--- src/rtl/sample_streamer_pkg.sv ---
// sample_streamer_pkg: ROM word field positions, unpacked sample struct and FSM state codes
package sample_streamer_pkg;

    localparam int X_MSB     = 17;
    localparam int X_LSB     = 10;
    localparam int Y_MSB     = 9;
    localparam int Y_LSB     = 2;
    localparam int CLASS_BIT = 1;

    typedef struct packed {
        logic [7:0] x;
        logic [7:0] y;
        logic       label;
    } sample_t;

    typedef logic [2:0] state_t;

    localparam state_t ST_IDLE    = 3'd0;
    localparam state_t ST_ISSUE   = 3'd1;
    localparam state_t ST_LOAD    = 3'd2;
    localparam state_t ST_PRESENT = 3'd3;
    localparam state_t ST_DONE    = 3'd4;

    function automatic sample_t unpack_sample(input logic [X_MSB:CLASS_BIT] w);
        return '{x: w[X_MSB:X_LSB], y: w[Y_MSB:Y_LSB], label: w[CLASS_BIT]};
    endfunction

endpackage

--- src/rtl/sample_streamer.sv ---
// sample_streamer: walks the sample ROM in stride-permuted order and streams unpacked samples for N epochs
module sample_streamer
    import sample_streamer_pkg::*;
#(
    parameter int SAMPLE_WIDTH = 18,
    parameter int ADDR_WIDTH   = 6,
    parameter int STRIDE       = 37,
    parameter int EPOCH_WIDTH  = 8
) (
    input  logic                    clk,
    input  logic                    rst_n,
    input  logic                    start,
    input  logic [EPOCH_WIDTH-1:0]  num_epochs,
    output logic [ADDR_WIDTH-1:0]   mem_addr,
    input  logic [SAMPLE_WIDTH-1:0] mem_data,
    output logic                    s_valid,
    input  logic                    s_ready,
    output logic [7:0]              s_x,
    output logic [7:0]              s_y,
    output logic                    s_label,
    output logic                    s_last,
    output logic [EPOCH_WIDTH-1:0]  s_epoch,
    output logic                    busy,
    output logic                    done
);

    localparam logic [ADDR_WIDTH-1:0]  IDX_MAX   = '1;
    localparam logic [ADDR_WIDTH-1:0]  IDX_ONE   = ADDR_WIDTH'(1);
    localparam logic [ADDR_WIDTH-1:0]  STEP      = ADDR_WIDTH'(STRIDE);
    localparam logic [EPOCH_WIDTH-1:0] EPOCH_ONE = EPOCH_WIDTH'(1);

    state_t                 state, state_n;
    logic [ADDR_WIDTH-1:0]  idx, idx_n;
    logic [EPOCH_WIDTH-1:0] epoch, count;
    logic                   hs, epoch_end, run_end, to_issue, pad_unused;
    sample_t                smp;

    assign pad_unused = mem_data[0];
    assign s_valid    = state == ST_PRESENT;
    assign busy       = state != ST_IDLE;
    assign done       = state == ST_DONE;

    always_comb begin
        hs        = state == ST_PRESENT && s_ready;
        epoch_end = idx == IDX_MAX;
        run_end   = epoch_end && (epoch + EPOCH_ONE) == count;
        idx_n     = state == ST_IDLE ? '0 : idx + IDX_ONE;
        state_n   = state == ST_IDLE    ? (start ? (num_epochs == '0 ? ST_DONE : ST_ISSUE) : ST_IDLE)
                  : state == ST_ISSUE   ? ST_LOAD
                  : state == ST_LOAD    ? ST_PRESENT
                  : state == ST_PRESENT ? (!s_ready ? ST_PRESENT : run_end ? ST_DONE : ST_ISSUE)
                  : ST_IDLE;
        to_issue  = state_n == ST_ISSUE;
        smp       = unpack_sample(mem_data[X_MSB:CLASS_BIT]);
    end

    // mem_addr is loaded on entry to ISSUE so the ROM sees a registered address for the whole cycle
    always_ff @(posedge clk or negedge rst_n) begin
        if (!rst_n) begin
            state    <= ST_IDLE;
            idx      <= '0;
            epoch    <= '0;
            count    <= '0;
            mem_addr <= '0;
            s_x      <= '0;
            s_y      <= '0;
            s_label  <= 1'b0;
            s_last   <= 1'b0;
            s_epoch  <= '0;
        end else begin
            state <= state_n;
            if (to_issue)
                mem_addr <= ADDR_WIDTH'(idx_n * STEP);
            if (state == ST_IDLE && start) begin
                count <= num_epochs;
                idx   <= '0;
                epoch <= '0;
            end
            if (state == ST_LOAD) begin
                s_x     <= smp.x;
                s_y     <= smp.y;
                s_label <= smp.label;
                s_last  <= epoch_end;
                s_epoch <= epoch;
            end
            if (hs) begin
                idx <= idx + IDX_ONE;
                if (epoch_end)
                    epoch <= epoch + EPOCH_ONE;
            end
        end
    end

endmodule

--- config.mk ---
export PLATFORM = sky130hd
export DESIGN_NAME = sample_streamer
export DESIGN_NICKNAME = d
export VERILOG_FILES = /design/src/rtl/sample_streamer_pkg.sv /design/src/rtl/sample_streamer.sv
export SDC_FILE = /design/constraint.sdc
export NUM_CORES = 1
export LEC_CHECK = 0
export BUFFER_PORTS_ARGS = -buffer_cell sky130_fd_sc_hd__clkbuf_2
export CAP_MARGIN = 20
export CORE_MARGIN = 2
export CORE_UTILIZATION = 32
export DETAILED_ROUTE_END_ITERATION = 10
export HOLD_SLACK_MARGIN = 0.15
export SETUP_SLACK_MARGIN = 0.4
export SYNTH_ARGS = -nofsm -noshare
export SYNTH_HDL_FRONTEND = slang
export SYNTH_SLANG_ARGS = --single-unit
--- constraint.sdc ---
create_clock -name clk -period 5.4 [get_ports clk]
set_clock_uncertainty 0.1 [all_clocks]
set_input_delay 0.27 -clock clk [delete_from_list [all_inputs] [get_ports clk]]
set_output_delay 0.27 -clock clk [all_outputs]
set_load 0.1 [all_outputs]
Word-level counts from Yosys, hierarchy flattened
Cells that the tools add are included.
W data, S select, Z words.
{"block": "op_classes", "add_sub_neg": 2, "multipliers": 1, "div_mod_pow": 0, "magnitude_cmp": 0, "n_eq_ne": 7, "n_shift": 0, "muxes": 14, "bitwise": 0, "reduce_logical": 7}
{"cell": "$mux W3", "n": 8}
{"cell": "$mux W8", "n": 3}
{"cell": "$mux W6", "n": 3}
{"cell": "$add A8 B1 Y8 const B", "n": 1}
{"cell": "$eq A8 B8 Y1", "n": 1}
{"cell": "$logic_not A8 Y1", "n": 1}
{"cell": "$add A6 B1 Y6 const B", "n": 1}
{"cell": "$eq A3 B1 Y1 const B", "n": 2}
{"cell": "$eq A3 B2 Y1 const B", "n": 2}
{"cell": "$eq A6 B6 Y1 const B", "n": 1}
{"cell": "$mul A6 B6 Y6 const B", "n": 1}
{"cell": "$eq A3 B3 Y1 const B", "n": 1}
{"cell": "$logic_and A1 B1 Y1", "n": 3}
{"cell": "$logic_not A3 Y1", "n": 1}
{"cell": "$reduce_bool A3 Y1", "n": 1}
{"cell": "$reduce_bool A2 Y1", "n": 1}
{"block": "word_totals", "reg_bits": 57, "latch_bits": 0, "ramBits": 0, "rom_bits": 0, "inputBits": 30, "out_inout_bits": 35, "elab_cells": 41, "mem_count": 0}

Longest topological paths before layout
{"block": "logic_depth", "ltp_word": 10, "ltp_mapped": 11, "mapped_depth_nobuf": 11}

Worst setup path after synthesis
Ideal clock, no wire load.
{"block": "synth_path", "kind": "flip-flop to flip-flop", "start": "reg state[0]", "end": "reg mem_addr[5]", "setup_ns": 0.128, "arrival_time_ns": 2.913, "required_time_ns": 5.172, "path_slack_ns": 2.259, "stages_incl_launch_ff": 12, "n_path_buf": 1, "synth_period_minus_slack_ns": 3.141, "path_cell_list": "dfrtp_1 -> buf_2 -> nor3_2 -> inv_1 -> and2_1 -> ha_1 -> ha_1 -> ha_1 -> xnor2_1 -> xnor2_1 -> xnor2_1 -> mux2_1"}
{"block": "synth_between", "elab_cells_between_ends": 11, "cone_classes": "mul: 1; eq/ne: 4; mux: 5; reduce/logical: 1"}
{"item": "from (decl)", "line": "sample_streamer.sv:32", "source": "state_t state, state_n;"}
{"item": "from (signal assigned)", "line": "sample_streamer.sv:71", "source": "state <= state_n;"}
{"item": "$logic_not A3 Y1", "line": "sample_streamer.sv:47", "source": "idx_n = state == ST_IDLE ? '0 : idx + IDX_ONE;"}
{"item": "$mux W6", "line": "sample_streamer.sv:47"}
{"item": "named net idx_n[1]", "line": "sample_streamer.sv:33", "source": "logic [ADDR_WIDTH-1:0] idx, idx_n;"}
{"item": "$mul A6 B6 Y6", "line": "sample_streamer.sv:73", "source": "mem_addr <= ADDR_WIDTH'(idx_n * STEP);"}
{"item": "to (signal assigned)", "line": "sample_streamer.sv:73"}
{"item": "to (decl)", "line": "sample_streamer.sv:14", "source": "output logic [ADDR_WIDTH-1:0] mem_addr,"}
The timed path passes the listed nets, and every way through them passes these cells.
A chain may end at the register's enable or synchronous reset.

Worst setup path after layout
{"block": "layout_path", "start": "reg idx[0]", "end": "reg mem_addr[5]"}
{"block": "layout_between", "elab_chain_cells": 9, "elab_cells_between_ends": 12, "cone_classes": "add/sub: 1; mul: 1; eq/ne: 2; mux: 7; reduce/logical: 1"}
{"item": "from (decl)", "line": "sample_streamer.sv:33"}
{"item": "from (signal assigned)", "line": "sample_streamer.sv:87", "source": "idx <= idx + IDX_ONE;"}
{"item": "branches (longest 9 deep; another with $add A6 B1 Y6)"}
Parallel ways; which one is timed is not known.

==> results.txt <==
The largest stage delay on the critical path is around 450 ps. The remaining max-slew budget at the tightest pin came out at 50.6%. The endpoint class of the critical path is a flop. After layout, the worst path uses about 54% of the clock period. The number of different library cells used by synthesis comes to 42. The worst register-to-register path begins at idx[0]$_DFFE_PN0P_. The total nets after synthesis is just under 300.

The starting utilization of the core area is about a third. For the final routed database, the setup TNS stands at 0 ps. The highest ir drop seen on vdd is between 200 and 300 uV. The proportion of total power due to net switching came out at a little over half. Ranked by total cell area, the synthesized netlist is headed by dfrtp_1, mux2_2, nand2_1. After clock tree synthesis, the setup repair step added 0 buffers. The layout overhead on the synthesized area came out at 32.6%. The via count of the first global-routing pass came out at roughly 2200.

The area share of the largest cell type after synthesis is between 50% and 60%. The flow ran to the end, and the final reports show no timing, DRC or antenna violations. The share of power burned in the clock network is between 10% and 20%.

The floorplan die height came out at 97.4 um. The biggest fanout along the worst timing path came out at 7. After the first detailed-routing iteration, the DRC count stood at 84.

After the flow finishes, the layout carries non-filler instances totaling between 400 and 500. Setup repair after global routing left no endpoint under its margin. The share of total power dissipated in combinational logic is 54.2%. The total congestion overflow came out at 0. The number of inserted diodes came out at 0. The slack of the critical path is ~2500 ps.

The slew at the pin with the worst max-slew slack came out at about 740 ps. For this design, the slowest cell found on the critical path is dfrtp_1. In this run the deepest clock path goes through 2 buffers.

The detailed placement HPWL is 4.25 mm. The number of antenna violations at the first check in global routing came out at 0. The total of max-cap violations is 0.

Across every metal layer, demand over resource in global routing totals between 10% and 20%. The clock reaches the later pin of the worst-skew pair after 330 ps. The register bit total from synthesis is 57.

For this design the total switching power over the nets is between 1 and 1.5 mW. Counting both buffers and inverters, the worst setup path holds a total of 0. The critical setup path kind is flop to flop. After detailed placement, the total cell area comes to approximately 0.0032 mm2. The kind of cell with the highest combined delay along the critical path is adder cells.

Internal power comes to approximately 1.1 mW. The power density over the cells came out at between 600 and 700 mW/mm2. Leaving out fill and tap cells, the most frequent cell in the layout is clkbuf_2.

The total of endpoints with negative setup slack in the final report is 0. The via total after detailed routing is approximately 2200. The number of clock sinks is 57. The count of buffers inserted at the top-level ports came out at 63.

After technology mapping, the gate count stands at approximately 250. The global placer's final weighted congestion is 0.816. The final number of hold-violating endpoints is 0. The total wire length is 6.34 mm. The floorplan has 34 rows. The pin count of the biggest net entering global routing came out at 58. The average cell area after synthesis came out at between 10 and 15 um2.

The count of boundary I/O pins is between 60 and 70. The achievable clock frequency is 0.346 GHz. Timing analysis after detailed placement gives a worst setup slack of around 2500 ps. The finished cells cover about 0.0037 mm2.

For this design the static power due to leakage is around 1.7 nW. The worst hold path begins at s_ready. The root buffer cell is clkbuf_8. The number of clock buffers inserted by TritonCTS is 9. The total power came out at 2.36 mW.

The first global-routing pass estimated 10.8 mm of wire. The routed via count divided by cell count came out at 4.82. Fill cells in the final layout number roughly 830. The cell type contributing the most total cell area after synthesis is dfrtp_1. Per report_power, the sequential group accounts for ~28% of the total.

After floorplanning, the core was sized to cover 0.00859 mm2. The remaining design rule violation count is 0. In the final design database the tool counted between 300 and 400 nets. The worst hold slack after final layout came out at 317 ps. The critical path goes through ha_1, and3_1, xnor2_1, nor2_1, ha_1, ha_1, ha_1, xnor2_1, xnor2_1, xnor2_1, mux2_1. The share of final-layout standard cells stronger than drive strength 1 came out at about a third.

The signal arrival time at the worst endpoint is around 3000 ps. The length of the first detailed-routing pass in iterations is 4. The average wire per standard cell is between 10 and 15 um. Clock-pin slew was measured on the worst setup and hold paths at 70 ps. In the layout the commonest cells are clkbuf_2, dfrtp_1, nand2_1. The detail route stage leaves a number of antenna-violating nets equal to 0. The area used by multi-input combinational logic came out at between 0.001 and 0.0015 mm2. The worst hold path class is primary input to flop. In this run the worst setup path begins at idx[0]$_DFFE_PN0P_. The area taken by flip-flops and latches came out at between 0.001 and 0.0015 mm2. The type of element launching the critical path is a flop. The number of instances resized during post-cts repair is 0. In this run the cell area of the synthesized design comes to ~0.0028 mm2.

The maximum level of the CTS H-tree came out at 3. The proportion of synthesized chip area in sequential cells is around half. The total count of max-transition violations in the final report came out at 0. Once placement completed, the tool counted placed cells totaling around 420. STA puts the critical path data required time at between 5000 and 6000 ps. TritonCTS built the clock tree. The number of warnings printed during yosys synthesis came out at 0. Cells fill 43.1% of the core in the end. The shortest period the worst path allows is 2890 ps. The full die area came out at approximately 0.0095 mm2. The horizontal extent of the die came out at ~97 um.
==> cell usage after synthesis <==
cell type / number
clkbuf_1: 5
nor4b_1: 1
nand2_2: 1
mux2_1: 6
buf_2: 3
nand3b_1: 1
and4_4: 1
nand3_1: 8
mux2_2: 26
inv_1: 2
a22o_1: 2
xnor2_1: 10
o211ai_1: 2
nor2b_1: 1
a211oi_1: 2
and3_1: 1
o21bai_1: 1
and4_1: 1
nor4_1: 2
nor3_2: 1
o41ai_4: 1
o22ai_1: 1
a31o_2: 1
ha_1: 8
nor2_1: 17
dfrtp_1: 57
nor3b_1: 1
nand2_1: 39
mux2i_1: 1
a21oi_1: 4
o21ai_4: 1
and3_4: 1
xor2_1: 5
o31ai_1: 6
and3_2: 1
nand4_1: 1
nand2b_1: 3
a21o_1: 1
or2_2: 1
o21ai_0: 15
a2111oi_2: 2
and2_1: 7
==> state kept, by name (all words and copies together) (netlist names) <==
register	count
s_epoch	8
s_y	8
idx	6
s_last	1
state	3
s_label	1
s_x	8
count	8
epoch	8
mem_addr	6
==> final cells by class <==
cell class	count	area share, %
Sequential cell	57	38.6
Multi-Input combinational cell	184	35.8
Timing Repair Buffer	92	16.2
Clock buffer	14	4.67
Tap cell	108	3.65
Clock inverter	2	0.947
Inverter	2	0.203
==> worst register-to-register path, stage by stage (launching register included) <==
cell and delay, ps:
dfrtp_1 450, ha_1 270, and3_1 220, xnor2_1 190, nor2_1 80, ha_1 310, ha_1 280, ha_1 210
xnor2_1 160, xnor2_1 150, xnor2_1 80, mux2_1 270
==> power by group through the flow <==
stage               Clock (mW)  Sequential, mW  Combinational (mW)
detailed placement           0           0.671                1.27
floorplan                    0            1.28               0.438
global placement             0           0.667                1.26
CTS                      0.436           0.664                1.29
global route             0.452           0.685                1.35
finish                   0.417           0.663                1.28
==> worst paths after layout <==
check	cells past startpoint	slack [ps]	to
min reg2reg	1	390	mem_addr[0]$_DFFE_PN0N_
max	11	2510	mem_addr[5]$_DFFE_PN0N_
max in group asynchronous	3	4190	s_y[6]$_DFFE_PN0P_
min	3	320	state[1]$_DFF_PN0_
max reg2reg	11	2510	mem_addr[5]$_DFFE_PN0N_
min in group asynchronous	3	510	state[1]$_DFF_PN0_
==> repair_timing <==
| action | 4_1_cts | 5_1_grt |
|---|---|---|
| hold buffers | 26 | 0 |
| endpoints found under the hold margin | 82 | 0 |
| setup endpoints to repair | 0 | 0 |
==> routing by layer <==
layer,track usage [%],up-vias,wire length [um]
li1,-,1077,-
met1,17.7,1067,2870
met2,23.0,54,3050
met3,4.03,14,261
met4,6.84,0,154
met5,0,-,0
==> logic make-up after synthesis <==
group,Yosys count,synth area share (%)
AND/OR/NAND/NOR,89,15.4
XOR/XNOR,15,4.71
AO/OA/AOI/OAI,39,10.4
flip-flops,57,51.1
adder cells (fa/ha/maj),8,3.59
multiplexers,33,13.3
buffers and inverters,10,1.48
No activity file was read; power rests on OpenSTA's default activity.
